===== src/rtl/axi4_rd_burst_to_lite.sv =====
// axi4_rd_burst_to_lite: splits AXI4 read bursts into single-beat AXI4-Lite reads and rebuilds the R stream.
// Optional AXI_RD_ERR_ABORT_EN: after an error response the rest of the burst skips the Lite slave.
module axi4_rd_burst_to_lite #(
   parameter int C_ADDR_WIDTH = 32,
   parameter int C_DATA_WIDTH = 32,
   parameter int C_ID_WIDTH   = 1
) (
   input  logic                    ACLK,
   input  logic                    ARESET,
   input  logic [C_ID_WIDTH-1:0]   S_AXI_ARID,
   input  logic [C_ADDR_WIDTH-1:0] S_AXI_ARADDR,
   input  logic [7:0]              S_AXI_ARLEN,
   input  logic [2:0]              S_AXI_ARSIZE,
   input  logic [1:0]              S_AXI_ARBURST,
   input  logic                    S_AXI_ARVALID,
   output logic                    S_AXI_ARREADY,
   output logic [C_ID_WIDTH-1:0]   S_AXI_RID,
   output logic [C_DATA_WIDTH-1:0] S_AXI_RDATA,
   output logic [1:0]              S_AXI_RRESP,
   output logic                    S_AXI_RLAST,
   output logic                    S_AXI_RVALID,
   input  logic                    S_AXI_RREADY,
   output logic [C_ADDR_WIDTH-1:0] M_AXI_ARADDR,
   output logic                    M_AXI_ARVALID,
   input  logic                    M_AXI_ARREADY,
   input  logic [C_DATA_WIDTH-1:0] M_AXI_RDATA,
   input  logic [1:0]              M_AXI_RRESP,
   input  logic                    M_AXI_RVALID,
   output logic                    M_AXI_RREADY
);
   typedef enum logic [1:0] {IDLE, ADDR, WAIT_R, SEND_R} state_t;
   localparam logic [2:0] MAX_SIZE = 3'($clog2(C_DATA_WIDTH / 8));
   localparam logic [C_ADDR_WIDTH-1:0] ONE = {{(C_ADDR_WIDTH-1){1'b0}}, 1'b1};
   state_t                  state_q, state_d;
   logic [C_ID_WIDTH-1:0]   id_q, id_d, rid_q, rid_d;
   logic [C_ADDR_WIDTH-1:0] addr_q, addr_d;
   logic [7:0]              len_q, len_d, beat_q, beat_d;
   logic [2:0]              size_q, size_d;
   logic [1:0]              burst_q, burst_d, rresp_q, rresp_d;
   logic [C_DATA_WIDTH-1:0] rdata_q, rdata_d;
   logic                    skip_q, skip_d, arready_q, arready_d, m_arvalid_q, m_arvalid_d;
   logic                    m_rready_q, m_rready_d, rvalid_q, rvalid_d, rlast_q, rlast_d;
   logic [C_ADDR_WIDTH-1:0] inc, mask, next_addr;
   logic                    illegal, lite_err;

   always_comb begin
      inc       = ONE << size_q;
      mask      = ((C_ADDR_WIDTH'(len_q) + ONE) << size_q) - ONE;
      next_addr = burst_q == 2'b00 ? addr_q :
                  burst_q == 2'b10 ? (addr_q & ~mask) | ((addr_q + inc) & mask) : addr_q + inc;
      illegal   = (S_AXI_ARBURST == 2'b11) ||
                  (S_AXI_ARBURST == 2'b10 && !(S_AXI_ARLEN inside {8'd1, 8'd3, 8'd7, 8'd15})) ||
                  (S_AXI_ARSIZE > MAX_SIZE);
`ifdef AXI_RD_ERR_ABORT_EN
      lite_err  = M_AXI_RRESP[1];
`else
      lite_err  = 1'b0;
`endif
      state_d     = state_q;
      id_d        = id_q;
      rid_d       = rid_q;
      addr_d      = addr_q;
      len_d       = len_q;
      beat_d      = beat_q;
      size_d      = size_q;
      burst_d     = burst_q;
      rresp_d     = rresp_q;
      rdata_d     = rdata_q;
      skip_d      = skip_q;
      arready_d   = arready_q;
      m_arvalid_d = m_arvalid_q;
      m_rready_d  = m_rready_q;
      rvalid_d    = rvalid_q;
      rlast_d     = rlast_q;
      case (state_q)
         IDLE: begin
            arready_d = 1'b1;
            if (S_AXI_ARVALID && arready_q) begin
               arready_d = 1'b0;
               id_d      = S_AXI_ARID;
               addr_d    = S_AXI_ARADDR;
               len_d     = S_AXI_ARLEN;
               size_d    = S_AXI_ARSIZE;
               burst_d   = S_AXI_ARBURST;
               beat_d    = 8'd0;
               skip_d    = illegal;
               // Illegal bursts answer every beat locally with SLVERR
               if (illegal) begin
                  state_d  = SEND_R;
                  rvalid_d = 1'b1;
                  rdata_d  = '0;
                  rresp_d  = 2'b10;
                  rid_d    = S_AXI_ARID;
                  rlast_d  = S_AXI_ARLEN == 8'd0;
               end else begin
                  state_d     = ADDR;
                  m_arvalid_d = 1'b1;
               end
            end
         end
         ADDR: begin
            if (M_AXI_ARREADY && m_arvalid_q) begin
               m_arvalid_d = 1'b0;
               m_rready_d  = 1'b1;
               state_d     = WAIT_R;
            end
         end
         WAIT_R: begin
            if (M_AXI_RVALID && m_rready_q) begin
               m_rready_d = 1'b0;
               rvalid_d   = 1'b1;
               rdata_d    = M_AXI_RDATA;
               rresp_d    = M_AXI_RRESP;
               rid_d      = id_q;
               rlast_d    = beat_q == len_q;
               skip_d     = lite_err;
               state_d    = SEND_R;
            end
         end
         SEND_R: begin
            if (S_AXI_RREADY && rvalid_q) begin
               if (rlast_q) begin
                  rvalid_d  = 1'b0;
                  arready_d = 1'b1;
                  state_d   = IDLE;
               end else begin
                  beat_d = beat_q + 8'd1;
                  addr_d = next_addr;
                  // Skipped beats stay in SEND_R, keeping the previous RRESP
                  if (skip_q) begin
                     rdata_d = '0;
                     rlast_d = (beat_q + 8'd1) == len_q;
                  end else begin
                     rvalid_d    = 1'b0;
                     m_arvalid_d = 1'b1;
                     state_d     = ADDR;
                  end
               end
            end
         end
      endcase
   end

   always_ff @(posedge ACLK or posedge ARESET) begin
      if (ARESET) begin
         state_q     <= IDLE;
         id_q        <= '0;
         rid_q       <= '0;
         addr_q      <= '0;
         len_q       <= '0;
         beat_q      <= '0;
         size_q      <= '0;
         burst_q     <= '0;
         rresp_q     <= '0;
         rdata_q     <= '0;
         skip_q      <= 1'b0;
         arready_q   <= 1'b0;
         m_arvalid_q <= 1'b0;
         m_rready_q  <= 1'b0;
         rvalid_q    <= 1'b0;
         rlast_q     <= 1'b0;
      end else begin
         state_q     <= state_d;
         id_q        <= id_d;
         rid_q       <= rid_d;
         addr_q      <= addr_d;
         len_q       <= len_d;
         beat_q      <= beat_d;
         size_q      <= size_d;
         burst_q     <= burst_d;
         rresp_q     <= rresp_d;
         rdata_q     <= rdata_d;
         skip_q      <= skip_d;
         arready_q   <= arready_d;
         m_arvalid_q <= m_arvalid_d;
         m_rready_q  <= m_rready_d;
         rvalid_q    <= rvalid_d;
         rlast_q     <= rlast_d;
      end
   end

   assign S_AXI_ARREADY = arready_q;
   assign S_AXI_RID     = rid_q;
   assign S_AXI_RDATA   = rdata_q;
   assign S_AXI_RRESP   = rresp_q;
   assign S_AXI_RLAST   = rlast_q;
   assign S_AXI_RVALID  = rvalid_q;
   assign M_AXI_ARADDR  = addr_q;
   assign M_AXI_ARVALID = m_arvalid_q;
   assign M_AXI_RREADY  = m_rready_q;
endmodule


===== config.mk =====
export PLATFORM = sky130hd
export DESIGN_NAME = axi4_rd_burst_to_lite
export DESIGN_NICKNAME = d
export VERILOG_FILES = /design/src/rtl/axi4_rd_burst_to_lite.sv
export SDC_FILE = /design/constraint.sdc
export NUM_CORES = 1
export LEC_CHECK = 0
export ABC_CLOCK_PERIOD_IN_PS = 8500
export BUFFER_PORTS_ARGS = -buffer_cell sky130_fd_sc_hd__buf_2
export CAP_MARGIN = 20
export CORE_ASPECT_RATIO = 0.5
export CORE_UTILIZATION = 50
export DETAILED_ROUTE_END_ITERATION = 10
export MAX_ROUTING_LAYER = met4
export PLACE_DENSITY = 0.79
export REMOVE_ABC_BUFFERS = 1
export SLEW_MARGIN = 20
export SYNTH_ARGS = -nofsm -noshare
export SYNTH_HDL_FRONTEND = slang
export SYNTH_SLANG_ARGS = --single-unit

===== constraint.sdc =====
create_clock -name ACLK -period 8.5 [get_ports ACLK]
set_clock_uncertainty 0.05 [all_clocks]
set_input_delay 1.275 -clock ACLK [delete_from_list [all_inputs] [get_ports ACLK]]
set_output_delay 1.275 -clock ACLK [all_outputs]
set_load 0.02 [all_outputs]

Yosys cells after proc, flatten, opt, wreduce, memory -nomap -nowiden
Cells that the tools add are included.
Widths: inputs -> output; s select.
Word-level totals
  register bits after elaboration: 97
  word-level logic and storage cells: 143
Operators by class
  add/sub/neg operators: 4
  order comparisons: 1
  eq/ne operators: 24
  shifts and indexed selects: 2
  multiplexer cells: 63
  bitwise operators: 4
  reduce and logical (&&, ||, !) cells: 29
Operators by type and width (count)
  $mux 32: 11
  $pmux 32 s3: 1
  $and 32x32->32: 2
  $pmux 32 s2: 1
  $add 32x32->32: 1
  $not 32->32: 1
  $or 32x32->32: 1
  $shl 1x3->32 const A: 1
  $shl 9x3->32: 1
  $sub 32x1->32 const B: 1
  $mux 1: 27
  $mux 8: 3
  $ne 2x2->1 const B: 11
  $mux 2: 10
  $eq 8x8->1: 2
  $pmux 8 s2: 1
  $reduce_and 5->1: 3
  $reduce_and 7->1: 2
  $eq 2x2->1 const B: 5
  $add 8x1->9 const B: 1
  $pmux 1 s3: 3
  $reduce_and 3->1: 3
  $add 8x1->8 const B: 1
  $eq 8x1->1 const B: 1
  20 further kinds: 33

Longest topological paths before layout
Gate-level depths: netlist of the first run.
  word-level depth: 11
  depth in mapped cells: 16
  mapped depth without buffers: 15

Least setup slack after synthesis of the first run
OpenSTA, ideal clock, no wires.
  path kind: input to register
  from: input port S_AXI_ARVALID
  to: register with a tool-made name
  arrival: 3218 ps
  slack: 5112 ps
  stages on the path: 8
  buffers on the path: 1
  cells stage by stage: nand3_1 > nor2_1 > nor2_1 > a21o_1 > clkbuf_1 > o31ai_2 > mux2i_1 > nand2_1
RTL lines
  from (decl): line 15  | input logic S_AXI_ARVALID,

==> results of run 1 <==
[metal layers]
metal / vias to the layer above / global-route usage
met2: 313 / 0.4366
met4: 0 / 0.07492
met3: 24 / 0.05988
met1: 3198 / 0.3719
met5: - / -
li1: 3282 / -
[power groups by stage]
stage	Combinational [µW]	Sequential [µW]	Clock, µW
final	45.4	464	447
after global routing	51.5	464	472
after CTS	46.4	464	454
after detailed placement	46.3	473	0
after global placement	45.5	473	0
after floorplan	17.1	474	0
[cells in the mapped netlist, drive strengths merged, types with 11 or more instances]
cell and number:
clkbuf 37, mux2 21, o31ai 11, a31oi 15, nand2 144, nor2b 14, nor3 11, o21ai 95
xnor2 19, a21oi 46, and3 15, dfrtp 97, mux2i 15, nor2 53, ha 16, nand3 33
inv 18, xor2 13
[through the flow]
stage	hold slack (ns)	setup slack, ns	total power, µW	cell area (µm²)	utilization
floorplan	0.4265	4.589	491.3	6586	-
global placement	0.4066	3.886	518.4	7650	0.5906
detailed placement	0.4148	3.735	519.2	7650	0.5906
CTS	0.4329	4.064	964.5	7970	0.6153
global route	0.4477	3.642	987.1	7970	0.6153
finish	0.4283	4.018	955.8	7973	0.6155
[kinds of logic (layout without fill, tap and decap cells)]
family                     Yosys count  after routing  synth area share
and+or+nand+nor                    335            335            0.2348
AOI/OAI and AO/OA                  253            253            0.2372
DFF                                 97             97            0.3575
buffers and inverters               65            199           0.03981
muxes                               36             36           0.05695
xor gates and xnor gates            32             32           0.04128
adders and majority gates           17             17           0.03244
other                                0              1                 0
[worst reg2reg max path: cells and delay by family (launching register included)]
kind	cells	cell delay (ns)
adder cells (fa/ha/maj)	1	0.38
buffers and inverters	1	0.11
AO/OA/AOI/OAI	2	1.15
multiplexers	1	0.26
flip-flops	1	0.45
AND/OR/NAND/NOR	4	1.98
[cell type report]
cell class,instances,area [µm²],share of cell area
Antenna cell,1,2.502,0.0003139
Clock buffer,9,225.2,0.02825
Clock inverter,7,95.09,0.01193
Inverter,18,70.07,0.008788
Multi-Input combinational cell,673,4094,0.5135
Sequential cell,97,2427,0.3045
Tap cell,170,212.7,0.02668
Timing Repair Buffer,165,845.8,0.1061
[how the worst min path moves through the flow]
stage,startpoint,to,slack (ns),cells after the start
floorplan,beat_q[7],beat_q[7],0.43,1
global placement,S_AXI_RDATA[13],S_AXI_RDATA[13],0.41,2
detailed placement,S_AXI_RDATA[13],S_AXI_RDATA[13],0.41,2
CTS,S_AXI_RDATA[29],S_AXI_RDATA[29],0.43,2
global route,S_AXI_RDATA[0],S_AXI_RDATA[0],0.45,2
finish,S_AXI_RDATA[7],S_AXI_RDATA[7],0.43,2
[cells in the final DEF, fill, tap and decap left out, types with 11 or more instances in the layout]
cell type and count:
a21oi_1 46, a31oi_1 15, and3_1 15, buf_2 157, dfrtp_1 97, ha_1 15, inv_1 17, mux2_2 21
mux2i_1 15, nand2_1 144, nand3_1 33, nor2_1 53, nor2b_1 14, nor3_1 11, o21ai_0 91, xnor2_1 19
xor2_1 13
==> report_table.html, run 1 <==
<table>
<tr><th>Metric</th><th>Value</th></tr>
<tr><th colspan="2">Status</th></tr>
<tr><td>Result of the run</td><td>complete, no violations</td></tr>
<tr><th colspan="2">Synth</th></tr>
<tr><td>Share of the yosys chip area belonging to registers</td><td>0.3575</td></tr>
<tr><td>Post-synthesis instance area</td><td>between 6000 and 7000 µm²</td></tr>
<tr><td>Yosys top cell by area</td><td>dfrtp_1</td></tr>
<tr><td>Async set-reset flop share out of synthesis</td><td>1.000</td></tr>
<tr><td>Top flip-flop cell by instance count after synthesis</td><td>dfrtp_1</td></tr>
<tr><td>Leading post-synthesis cells by cell area</td><td>dfrtp_1 36%, nand2_1 8.0%, o21ai_0 6.7%</td></tr>
<tr><td>Synth Register Bits</td><td>97</td></tr>
<tr><td>EDFF count, synth</td><td>0</td></tr>
<tr><td>Number of warnings reported in the yosys synthesis log</td><td>0</td></tr>
<tr><td>Count of cell types in the netlist</td><td>70</td></tr>
<tr><td>Gate count after technology mapping</td><td>835</td></tr>
<tr><td>Post-synthesis area per instance</td><td>about 8.1 µm²</td></tr>
<tr><td>Area fraction of the dominant cell type after synthesis</td><td>0.3575</td></tr>
<tr><th colspan="2">CTS</th></tr>
<tr><td>Clock tree from TritonCTS</td><td>built</td></tr>
<tr><td>Number of buffers inserted by hold repair at cts</td><td>0</td></tr>
<tr><td>Number of instances resized during post-cts repair</td><td>0</td></tr>
<tr><td>Inserted Clock Buffers</td><td>9</td></tr>
<tr><td>Clock Tree Root</td><td>clkbuf_16</td></tr>
<tr><td>Post-CTS setup buffer count</td><td>0</td></tr>
<tr><td>Number of sinks on the clock net</td><td>a little under 100</td></tr>
<tr><td>Source-to-sink clock delay at the later pin of the worst-skew pair</td><td>0.35 ns</td></tr>
<tr><td>Clk slew on worst S/H paths</td><td>roughly 0.080 ns</td></tr>
<tr><td>Number of buffers on the longest clock path</td><td>2</td></tr>
<tr><td>H-tree depth reported by CTS</td><td>3</td></tr>
<tr><th colspan="2">STA</th></tr>
<tr><td>Time the worst path needs with I/O delays and setup</td><td>4.482 ns</td></tr>
<tr><td>Final sum of negative setup slack</td><td>0 ns</td></tr>
<tr><td>Total of endpoints with negative setup slack in the final report</td><td>0</td></tr>
<tr><td>Count of pins over their slew limit</td><td>0</td></tr>
<tr><td>Worst Max-Slew Pin Slew</td><td>0.9043 ns</td></tr>
<tr><td>Achievable clock frequency</td><td>223.1 MHz</td></tr>
<tr><td>RSZ-0062 raised after global routing</td><td>false</td></tr>
<tr><td>Final clock period utilization by the worst path</td><td>0.5273</td></tr>
<tr><td>Worst relative slew slack</td><td>0.3816</td></tr>
<tr><td>Number of failing hold endpoints at the final stage</td><td>0</td></tr>
<tr><th colspan="2">Worst setup path</th></tr>
<tr><td>Setup crit start</td><td>state_q[0]</td></tr>
<tr><td>Number of cells on the critical path</td><td>9</td></tr>
<tr><td>Most prevalent standard cell on the critical path</td><td>nor2_1</td></tr>
<tr><td>Nature of the critical path endpoint</td><td>flip-flop</td></tr>
<tr><td>Count of buffer and inverter cells on the critical path</td><td>1</td></tr>
<tr><td>Cell class contributing the biggest share of worst-path delay</td><td>simple AND/OR/NAND/NOR gates</td></tr>
<tr><td>CP startpoint kind</td><td>flip-flop</td></tr>
<tr><td>CP cell instances</td><td>inv_1 -&gt; ha_1 -&gt; nand3_1 -&gt; nor2_1 -&gt; nor2_1 -&gt; a21o_1 -&gt; o31ai_2 -&gt; mux2i_1 -&gt; nand2_1</td></tr>
<tr><td>Register-to-register path setup slack</td><td>4.02 ns</td></tr>
<tr><td>Number of cells traversed by the worst register-to-register path</td><td>9</td></tr>
<tr><td>Critical path required time</td><td>8.69 ns</td></tr>
<tr><td>Maximum net fanout on the critical path</td><td>19</td></tr>
<tr><td>Max stage delay on crit path</td><td>approximately 0.86 ns</td></tr>
<tr><td>Data arrival time of the critical path</td><td>4.67 ns</td></tr>
<tr><td>Critical path class</td><td>reg -&gt; reg</td></tr>
<tr><td>Reg-to-reg critical path startpoint</td><td>state_q[0]</td></tr>
<tr><td>Critical path's slowest cell</td><td>nor2_1</td></tr>
<tr><th colspan="2">Pwr</th></tr>
<tr><td>Share of total power in combinational logic</td><td>0.048</td></tr>
<tr><td>Power Internal</td><td>721.4 µW</td></tr>
<tr><td>Switching component of the power</td><td>approximately 230 µW</td></tr>
<tr><td>Cell Pwr Density</td><td>about 120 nW/µm²</td></tr>
<tr><td>Fraction of power consumed by the clock network</td><td>0.467</td></tr>
<tr><td>Peak supply drop</td><td>0.00007915 V</td></tr>
<tr><td>Switching fraction of total power</td><td>0.2452</td></tr>
<tr><td>Leakage component of the power</td><td>about 0.0037 µW</td></tr>
<tr><td>Power share of the sequential group</td><td>0.485</td></tr>
<tr><th colspan="2">GRT</th></tr>
<tr><td>Largest net degree at the start of global routing</td><td>65</td></tr>
<tr><td>GRT overflow</td><td>0</td></tr>
<tr><td>Global-route wire length before repair</td><td>31,190 µm</td></tr>
<tr><td>Antenna violations before repair</td><td>0</td></tr>
<tr><td>Number of global-route vias before repair</td><td>6,440</td></tr>
<tr><td>All-layer global routing usage</td><td>0.2807</td></tr>
<tr><th colspan="2">Route</th></tr>
<tr><td>WL met1</td><td>roughly 8700 µm</td></tr>
<tr><td>Total DRC errors in the routed layout</td><td>0</td></tr>
<tr><td>Final ANT Viol Nets</td><td>0</td></tr>
<tr><td>Sum of met3 wire segment lengths after detailed routing</td><td>~1400 µm</td></tr>
<tr><td>Violation count after the first detailed-routing iteration</td><td>slightly below 600</td></tr>
<tr><td>Total number of vias</td><td>about 6,800</td></tr>
<tr><td>Highest metal layer with signal wires</td><td>met4</td></tr>
<tr><td>Wire length per cell after detailed routing</td><td>between 15 and 20 µm</td></tr>
<tr><td>Detailed-routing iteration count for the pre-antenna-repair pass</td><td>5</td></tr>
<tr><td>Number of vias per cell</td><td>~6</td></tr>
<tr><td>Routed wl met2</td><td>around 8500 µm</td></tr>
<tr><td>Total wire length</td><td>18,940 µm</td></tr>
<tr><th colspan="2">Floorplanning</th></tr>
<tr><td>Chip width</td><td>approximately 170 µm</td></tr>
<tr><td>Vertical die dimension</td><td>84.40 µm</td></tr>
<tr><td>Num rows</td><td>29</td></tr>
<tr><td>Starting density of the core</td><td>0.5241</td></tr>
<tr><td>Io pins</td><td>158</td></tr>
<tr><td>Core outline area</td><td>around 13,000 µm²</td></tr>
<tr><td>Die area</td><td>14,080 µm²</td></tr>
<tr><th colspan="2">Place</th></tr>
<tr><td>Instance count after placement with tap cells included</td><td>about 1,100</td></tr>
<tr><td>Global placement routability congestion</td><td>0.8851</td></tr>
<tr><td>Buffers added on ports</td><td>approximately 160</td></tr>
<tr><td>Detailed-placement wirelength estimate</td><td>about 14,000 µm</td></tr>
<tr><th colspan="2">Finish</th></tr>
<tr><td>Fraction of final layout cells with drive strength greater than 1</td><td>0.2250</td></tr>
<tr><td>Layout area overhead</td><td>17.43%</td></tr>
<tr><td>Nets</td><td>1,067</td></tr>
<tr><td>Number of standard cells in the final layout excluding fillers</td><td>between 1,000 and 1,500</td></tr>
<tr><td>Fillers</td><td>1,169</td></tr>
<tr><th colspan="2">Worst hold path</th></tr>
<tr><td>Hold Path Class</td><td>reg -&gt; reg</td></tr>
<tr><th colspan="2">Flow run</th></tr>
<tr><td>Max-cap violations</td><td>0</td></tr>
</table>
(Power assumes the default switching activity.)
==> run 2: changes to the inputs <==
ABC_CLOCK_PERIOD_IN_PS = 4000   (was 8500)
PLACE_DENSITY = 0.82   (was 0.79)
clock period = 4 ns   (was 8.5 ns; I/O delays follow)
==> run 2 against run 1 <==
  * Wire length increased by 3.1%
  * Register-to-register slack got worse by 3.7 ns
  * Final area increased by 1.4%
  * Critical path type unchanged
  * Combinational power increased by 110%
==> report_table.html, run 2 (synthesized netlist as in run 1, its figures left out) <==
<table>
<tr><th>Metric</th><th>Value</th></tr>
<tr><th colspan="2">Pwr</th></tr>
<tr><td>Leakage component of the power</td><td>0.003790 µW</td></tr>
<tr><td>Power share of the sequential group</td><td>0.495</td></tr>
<tr><td>Switching component of the power</td><td>about 500 µW</td></tr>
<tr><td>Switching fraction of total power</td><td>0.2513</td></tr>
<tr><td>Peak supply drop</td><td>around 0.00021 V</td></tr>
<tr><td>Fraction of power consumed by the clock network</td><td>0.456</td></tr>
<tr><td>Cell Pwr Density</td><td>~250 nW/µm²</td></tr>
<tr><td>Share of total power in combinational logic</td><td>0.049</td></tr>
<tr><td>Power Internal</td><td>around 1500 µW</td></tr>
<tr><th colspan="2">Route</th></tr>
<tr><td>Number of vias per cell</td><td>~6</td></tr>
<tr><td>Total wire length</td><td>just under 20,000 µm</td></tr>
<tr><td>Violation count after the first detailed-routing iteration</td><td>between 600 and 700</td></tr>
<tr><td>Total number of vias</td><td>6,885</td></tr>
<tr><td>Detailed-routing iteration count for the pre-antenna-repair pass</td><td>7</td></tr>
<tr><td>Final ANT Viol Nets</td><td>0</td></tr>
<tr><td>Wire length per cell after detailed routing</td><td>about 17 µm</td></tr>
<tr><td>Total DRC errors in the routed layout</td><td>0</td></tr>
<tr><th colspan="2">Floorplanning</th></tr>
<tr><td>Core outline area</td><td>roughly 13,000 µm²</td></tr>
<tr><td>Io pins</td><td>roughly 160</td></tr>
<tr><td>Num rows</td><td>29</td></tr>
<tr><td>Vertical die dimension</td><td>between 80 and 90 µm</td></tr>
<tr><td>Starting density of the core</td><td>0.5241</td></tr>
<tr><td>Chip width</td><td>between 150 and 200 µm</td></tr>
<tr><td>Die area</td><td>between 10,000 and 15,000 µm²</td></tr>
<tr><th colspan="2">CTS</th></tr>
<tr><td>Number of buffers on the longest clock path</td><td>2</td></tr>
<tr><td>Number of buffers inserted by hold repair at cts</td><td>0</td></tr>
<tr><td>Number of sinks on the clock net</td><td>slightly below 100</td></tr>
<tr><td>Inserted Clock Buffers</td><td>9</td></tr>
<tr><td>H-tree depth reported by CTS</td><td>3</td></tr>
<tr><td>Clock Tree Root</td><td>clkbuf_16</td></tr>
<tr><td>Source-to-sink clock delay at the later pin of the worst-skew pair</td><td>0.36 ns</td></tr>
<tr><td>Clk slew on worst S/H paths</td><td>roughly 0.070 ns</td></tr>
<tr><td>Post-CTS setup buffer count</td><td>0</td></tr>
<tr><td>Clock tree from TritonCTS</td><td>built</td></tr>
<tr><td>Number of instances resized during post-cts repair</td><td>0</td></tr>
<tr><th colspan="2">Worst setup path</th></tr>
<tr><td>Reg-to-reg critical path startpoint</td><td>size_q[0]</td></tr>
<tr><td>CP startpoint kind</td><td>flip-flop</td></tr>
<tr><td>Critical path class</td><td>reg -&gt; reg</td></tr>
<tr><td>Data arrival time of the critical path</td><td>3.90 ns</td></tr>
<tr><td>Number of cells traversed by the worst register-to-register path</td><td>14</td></tr>
<tr><td>Maximum net fanout on the critical path</td><td>10</td></tr>
<tr><td>Nature of the critical path endpoint</td><td>flip-flop</td></tr>
<tr><td>Register-to-register path setup slack</td><td>0.30 ns</td></tr>
<tr><td>Critical path required time</td><td>roughly 4.2 ns</td></tr>
<tr><th colspan="2">Finish</th></tr>
<tr><td>Layout area overhead</td><td>19.07%</td></tr>
<tr><td>Area used by sequential logic in the layout</td><td>~2400 µm²</td></tr>
<tr><td>Nets</td><td>1,082</td></tr>
<tr><td>Area of the multi-input gates</td><td>roughly 4100 µm²</td></tr>
<tr><td>Fraction of final layout cells with drive strength greater than 1</td><td>0.2388</td></tr>
<tr><td>Leading cell type in the layout, fill and taps excluded</td><td>buf_2</td></tr>
<tr><td>Fillers</td><td>roughly 1,200</td></tr>
<tr><td>Most frequent cells in the layout</td><td>157 x buf_2, 144 x nand2_1, 96 x dfrtp_1, 91 x o21ai_0, 53 x nor2_1</td></tr>
<tr><td>Number of antenna diodes</td><td>0</td></tr>
<tr><th colspan="2">STA</th></tr>
<tr><td>Number of failing hold endpoints at the final stage</td><td>0</td></tr>
<tr><td>Worst relative slew slack</td><td>0.3244</td></tr>
<tr><td>Final sum of negative setup slack</td><td>0 ns</td></tr>
<tr><td>RSZ-0062 raised after global routing</td><td>false</td></tr>
<tr><td>Count of pins over their slew limit</td><td>0</td></tr>
<tr><td>Final clock period utilization by the worst path</td><td>0.9245</td></tr>
<tr><td>Worst Max-Slew Pin Slew</td><td>about 0.99 ns</td></tr>
<tr><td>Worst hold slack across all endpoints</td><td>approximately 0.18 ns</td></tr>
<tr><td>Total of endpoints with negative setup slack in the final report</td><td>0</td></tr>
<tr><td>Achievable clock frequency</td><td>between 200 and 300 MHz</td></tr>
<tr><td>Time the worst path needs with I/O delays and setup</td><td>3.698 ns</td></tr>
<tr><th colspan="2">GRT</th></tr>
<tr><td>GRT overflow</td><td>0</td></tr>
<tr><td>Number of global-route vias before repair</td><td>~6,500</td></tr>
<tr><td>All-layer global routing usage</td><td>0.2945</td></tr>
<tr><td>Largest net degree at the start of global routing</td><td>65</td></tr>
<tr><td>Antenna violations before repair</td><td>0</td></tr>
<tr><td>Global-route wire length before repair</td><td>between 30,000 and 40,000 µm</td></tr>
<tr><th colspan="2">Worst hold path</th></tr>
<tr><td>Hold Path Class</td><td>in -&gt; async</td></tr>
<tr><th colspan="2">Place</th></tr>
<tr><td>Global placement routability congestion</td><td>slightly below 1</td></tr>
<tr><td>Detailed-placement wirelength estimate</td><td>approximately 14,000 µm</td></tr>
<tr><td>Buffers added on ports</td><td>about 160</td></tr>
<tr><th colspan="2">Flow run</th></tr>
<tr><td>Max-cap violations</td><td>0</td></tr>
<tr><th colspan="2">Status</th></tr>
<tr><td>Result of the run</td><td>complete, no violations</td></tr>
</table>
-- run 2: cell types whose count changed in the layout (fill, tap and decap cells not counted), sizes merged --
cell and change:
diode -1, bufinv -1, buf +15, clkbuf +1
-- run 2: worst max-delay path: stages, from the launching register on --
cell and delay (ns):
dfrtp_1 0.49, or2_0 0.45, nor2_1 0.16, ha_1 0.20, inv_1 0.06, fa_1 0.40
nor2b_1 0.11, o21ai_0 0.12, a21oi_1 0.32, o31a_1 0.24, nand3_1 0.20, nor2_1 0.18
nand2_1 0.07, a2bb2oi_1 0.21, o311ai_1 0.33
-- run 2: power by group through the flow --
stage / sequential [µW] / combinational [µW] / clock [µW]
after floorplan: 1010 / 36.3 / 0
after global placement: 1000 / 96.5 / 0
after detailed placement: 1000 / 98.5 / 0
after CTS: 985 / 98.9 / 925
after global routing: 986 / 109 / 960
final: 985 / 97.1 / 907
-- run 2: layout make-up --
cell class | count | area share
Sequential cell | 97 | 0.3004
Timing Repair Buffer | 180 | 0.1186
Clock inverter | 6 | 0.008358
Clock buffer | 10 | 0.02956
Multi-Input combinational cell | 673 | 0.5081
Inverter | 18 | 0.008667
Tap cell | 170 | 0.02631
-- run 2: routing by layer --
| metal | global-route usage | share of wire | vias to the layer above |
|---|---|---|---|
| li1 | - | - | 3314 |
| met1 | 0.4048 | 0.47 | 3246 |
| met2 | 0.4477 | 0.45 | 290 |
| met3 | 0.04620 | 0.062 | 35 |
| met4 | 0.09091 | 0.019 | 0 |
| met5 | - | 0 | - |
-- run 2: worst max-delay path by stage --
stage,start,end,slack (ns),depth (start not counted)
final,size_q[0],flip-flop,0.30,14
after global routing,size_q[0],flip-flop,0.06,14
after CTS,len_q[1],flip-flop,0.19,14
after detailed placement,len_q[1],flip-flop,0.26,14
after global placement,len_q[1],flip-flop,0.36,14
after floorplan,state_q[0],flip-flop,0.21,9
-- run 2: stage by stage --
stage | area (µm²) | total power (µW) | cells | setup WS, ns | utilization
global route | 8084 | 2055 | 1154 | 0.05839 | 0.6241
detailed placement | 7762 | 1103 | 1138 | 0.2584 | 0.5992
CTS | 8069 | 2009 | 1154 | 0.1931 | 0.6229
floorplan | 6586 | 1044 | 788 | 0.2150 | -
global placement | 7762 | 1101 | 1138 | 0.3634 | 0.5992
finish | 8084 | 1989 | 1154 | 0.3020 | 0.6241
==> run 3: changes to the inputs <==
BUFFER_PORTS_ARGS = -buffer_cell sky130_fd_sc_hd__buf_4   (was -buffer_cell sky130_fd_sc_hd__buf_2)
==> run 3 against run 2 <==
  * Core utilization grew 3.0 points
  * Total power is 1.2% higher
  * Register-to-register slack lost 0.09 ns
  * Critical path type unchanged
  * Largest power group unchanged
==> report_table.html, run 3 (synthesized netlist as in run 1, its figures left out) <==
<table>
<tr><th>Metric</th><th>Value</th></tr>
<tr><th colspan="2">Status</th></tr>
<tr><td>Result of the run</td><td>complete, no violations</td></tr>
<tr><th colspan="2">CTS</th></tr>
<tr><td>Number of buffers on the longest clock path</td><td>2</td></tr>
<tr><td>Number of buffers inserted by hold repair at cts</td><td>0</td></tr>
<tr><td>Number of sinks on the clock net</td><td>97</td></tr>
<tr><td>Inserted Clock Buffers</td><td>9</td></tr>
<tr><td>Clk slew on worst S/H paths</td><td>around 0.08 ns</td></tr>
<tr><td>Clock Tree Root</td><td>clkbuf_16</td></tr>
<tr><td>H-tree depth reported by CTS</td><td>3</td></tr>
<tr><td>Source-to-sink clock delay at the later pin of the worst-skew pair</td><td>~0.35 ns</td></tr>
<tr><td>Clock tree from TritonCTS</td><td>built</td></tr>
<tr><th colspan="2">Worst hold path</th></tr>
<tr><td>Hold Path Class</td><td>in -&gt; async</td></tr>
<tr><th colspan="2">STA</th></tr>
<tr><td>Number of failing hold endpoints at the final stage</td><td>0</td></tr>
<tr><td>Total of endpoints with negative setup slack in the final report</td><td>0</td></tr>
<tr><td>Worst Max-Slew Pin Slew</td><td>about 0.9 ns</td></tr>
<tr><td>Final sum of negative setup slack</td><td>0 ns</td></tr>
<tr><td>Time the worst path needs with I/O delays and setup</td><td>3.790 ns</td></tr>
<tr><td>Count of pins over their slew limit</td><td>0</td></tr>
<tr><td>Final clock period utilization by the worst path</td><td>0.9476</td></tr>
<tr><td>Worst relative slew slack</td><td>0.3778</td></tr>
<tr><td>Achievable clock frequency</td><td>between 200 and 300 MHz</td></tr>
<tr><td>RSZ-0062 raised after global routing</td><td>false</td></tr>
<tr><td>Final Worst Setup Slack</td><td>0.2097 ns</td></tr>
<tr><th colspan="2">Worst setup path</th></tr>
<tr><td>Critical path required time</td><td>4.22 ns</td></tr>
<tr><td>Max stage delay on crit path</td><td>roughly 0.60 ns</td></tr>
<tr><td>Data arrival time of the critical path</td><td>roughly 4.0 ns</td></tr>
<tr><td>Count of buffer and inverter cells on the critical path</td><td>0</td></tr>
<tr><td>CP cell instances</td><td>ha_2 -&gt; nand3_1 -&gt; o21a_1 -&gt; a2111oi_1 -&gt; a21oi_1 -&gt; o211ai_1 -&gt; nor2_1 -&gt; nand2_1 -&gt; nor3_1 -&gt; ha_1 -&gt; nand2_1 -&gt; nand3_1 -&gt; a211o_1 -&gt; a21oi_1</td></tr>
<tr><td>Maximum net fanout on the critical path</td><td>10</td></tr>
<tr><td>Critical path's slowest cell</td><td>a2111oi_1</td></tr>
<tr><td>Register-to-register path setup slack</td><td>between 0.2 and 0.25 ns</td></tr>
<tr><td>Critical path class</td><td>reg -&gt; reg</td></tr>
<tr><td>CP startpoint kind</td><td>flip-flop</td></tr>
<tr><td>Nature of the critical path endpoint</td><td>flip-flop</td></tr>
<tr><td>Cell class contributing the biggest share of worst-path delay</td><td>compound AO/OA/AOI/OAI gates</td></tr>
<tr><th colspan="2">Pwr</th></tr>
<tr><td>Peak supply drop</td><td>~0.00029 V</td></tr>
<tr><td>Cell Pwr Density</td><td>237.6 nW/µm²</td></tr>
<tr><td>Leakage component of the power</td><td>0.003887 µW</td></tr>
<tr><th colspan="2">Finish</th></tr>
<tr><td>Fraction of final layout cells with drive strength greater than 1</td><td>0.2378</td></tr>
<tr><td>Nets</td><td>~1,100</td></tr>
<tr><td>Fraction of the core area covered by cells at the end of the flow</td><td>0.6540</td></tr>
<tr><td>Leading cell type in the layout, fill and taps excluded</td><td>buf_4</td></tr>
<tr><td>Layout area overhead</td><td>24.79%</td></tr>
<tr><td>Fillers</td><td>between 1,000 and 1,500</td></tr>
<tr><td>Most frequent cells in the layout</td><td>180 x buf_4, 144 x nand2_1, 97 x dfrtp_1, 91 x o21ai_0, 53 x nor2_1</td></tr>
<tr><th colspan="2">Floorplanning</th></tr>
<tr><td>Starting density of the core</td><td>0.5241</td></tr>
<tr><td>Core outline area</td><td>around 13,000 µm²</td></tr>
<tr><td>Chip width</td><td>about 170 µm</td></tr>
<tr><td>Io pins</td><td>about 160</td></tr>
<tr><td>Num rows</td><td>29</td></tr>
<tr><td>Vertical die dimension</td><td>between 80 and 90 µm</td></tr>
<tr><td>Die area</td><td>about 14,000 µm²</td></tr>
<tr><th colspan="2">Place</th></tr>
<tr><td>Detailed-placement wirelength estimate</td><td>roughly 14,000 µm</td></tr>
<tr><td>Buffers added on ports</td><td>157</td></tr>
<tr><td>Setup slack at placement</td><td>0.2276 ns</td></tr>
<tr><td>Global placement routability congestion</td><td>~0.9</td></tr>
<tr><th colspan="2">GRT</th></tr>
<tr><td>Global-route wire length before repair</td><td>32,530 µm</td></tr>
<tr><td>Largest net degree at the start of global routing</td><td>74</td></tr>
<tr><td>GRT overflow</td><td>0</td></tr>
<tr><td>Antenna violations before repair</td><td>1</td></tr>
<tr><td>All-layer global routing usage</td><td>0.2924</td></tr>
<tr><td>Number of global-route vias before repair</td><td>6,725</td></tr>
<tr><th colspan="2">Route</th></tr>
<tr><td>Highest metal layer with signal wires</td><td>met4</td></tr>
<tr><td>Sum of met3 wire segment lengths after detailed routing</td><td>approximately 1400 µm</td></tr>
<tr><td>Violation count after the first detailed-routing iteration</td><td>a little under 600</td></tr>
<tr><td>Total number of vias</td><td>between 6,000 and 7,000</td></tr>
<tr><td>Final ANT Viol Nets</td><td>0</td></tr>
<tr><td>Total wire length</td><td>19,650 µm</td></tr>
<tr><td>Number of vias per cell</td><td>approximately 6.1</td></tr>
<tr><td>WL met1</td><td>approximately 9000 µm</td></tr>
<tr><td>Wire length per cell after detailed routing</td><td>roughly 17 µm</td></tr>
<tr><td>Detailed-routing iteration count for the pre-antenna-repair pass</td><td>5</td></tr>
<tr><td>Total DRC errors in the routed layout</td><td>0</td></tr>
<tr><td>Routed wl met2</td><td>a little over 9000 µm</td></tr>
<tr><th colspan="2">Flow run</th></tr>
<tr><td>Max-cap violations</td><td>0</td></tr>
</table>
==> run 3: worst paths after layout <==
kind	cells after the start	from	to
min reg2reg	2	S_AXI_RDATA[14]	S_AXI_RDATA[14]
max in group asynchronous	3	ARESET	beat_q[0]
min in group ACLK	3	S_AXI_ARADDR[24]	flip-flop
max	14	len_q[1]	flip-flop
max reg2reg	14	len_q[1]	flip-flop
min	2	ARESET	S_AXI_ARREADY
==> run 3: repair_timing <==
action,CTS,global route
resized for setup,0,2
setup endpoints to repair,0,2
hold endpoints to repair,0,0
setup buffers,0,3
==> run 3: through the flow <==
stage                     power, µW  hold slack (ns)  instances  cell area [µm²]
after floorplan                1044           0.4265        788             6586
after global placement         1125           0.4127       1135             8133
after detailed placement       1128           0.4212       1135             8133
after CTS                      2017           0.4246       1151             8443
after global routing           2067           0.4300       1155             8472
final                          2013           0.4217       1155             8472
==> run 3: final cells by class <==
cell class	count	area, µm²	share of cell area
well taps	170	212.7	0.02511
inverters	18	70.07	0.008271
clock inverters	7	85.08	0.01004
flip-flops and latches	97	2427	0.2865
clock buffers	9	225.2	0.02658
diodes	1	2.502	0.0002954
multi-input cells	673	4098	0.4837
repair buffers	180	1351	0.1595
==> run 3: power breakdown <==
part	internal, µW	switching, µW
combinational	69.2	52.3
clock	448	458
sequential	982	3.44
total	1500	513
==> run 3: metal layers <==
| layer | vias up | global-route usage |
|---|---|---|
| li1 | 3314 | - |
| met1 | 3344 | 0.3870 |
| met2 | 308 | 0.4599 |
| met3 | 32 | 0.05893 |
| met4 | 0 | 0.07576 |
| met5 | - | - |
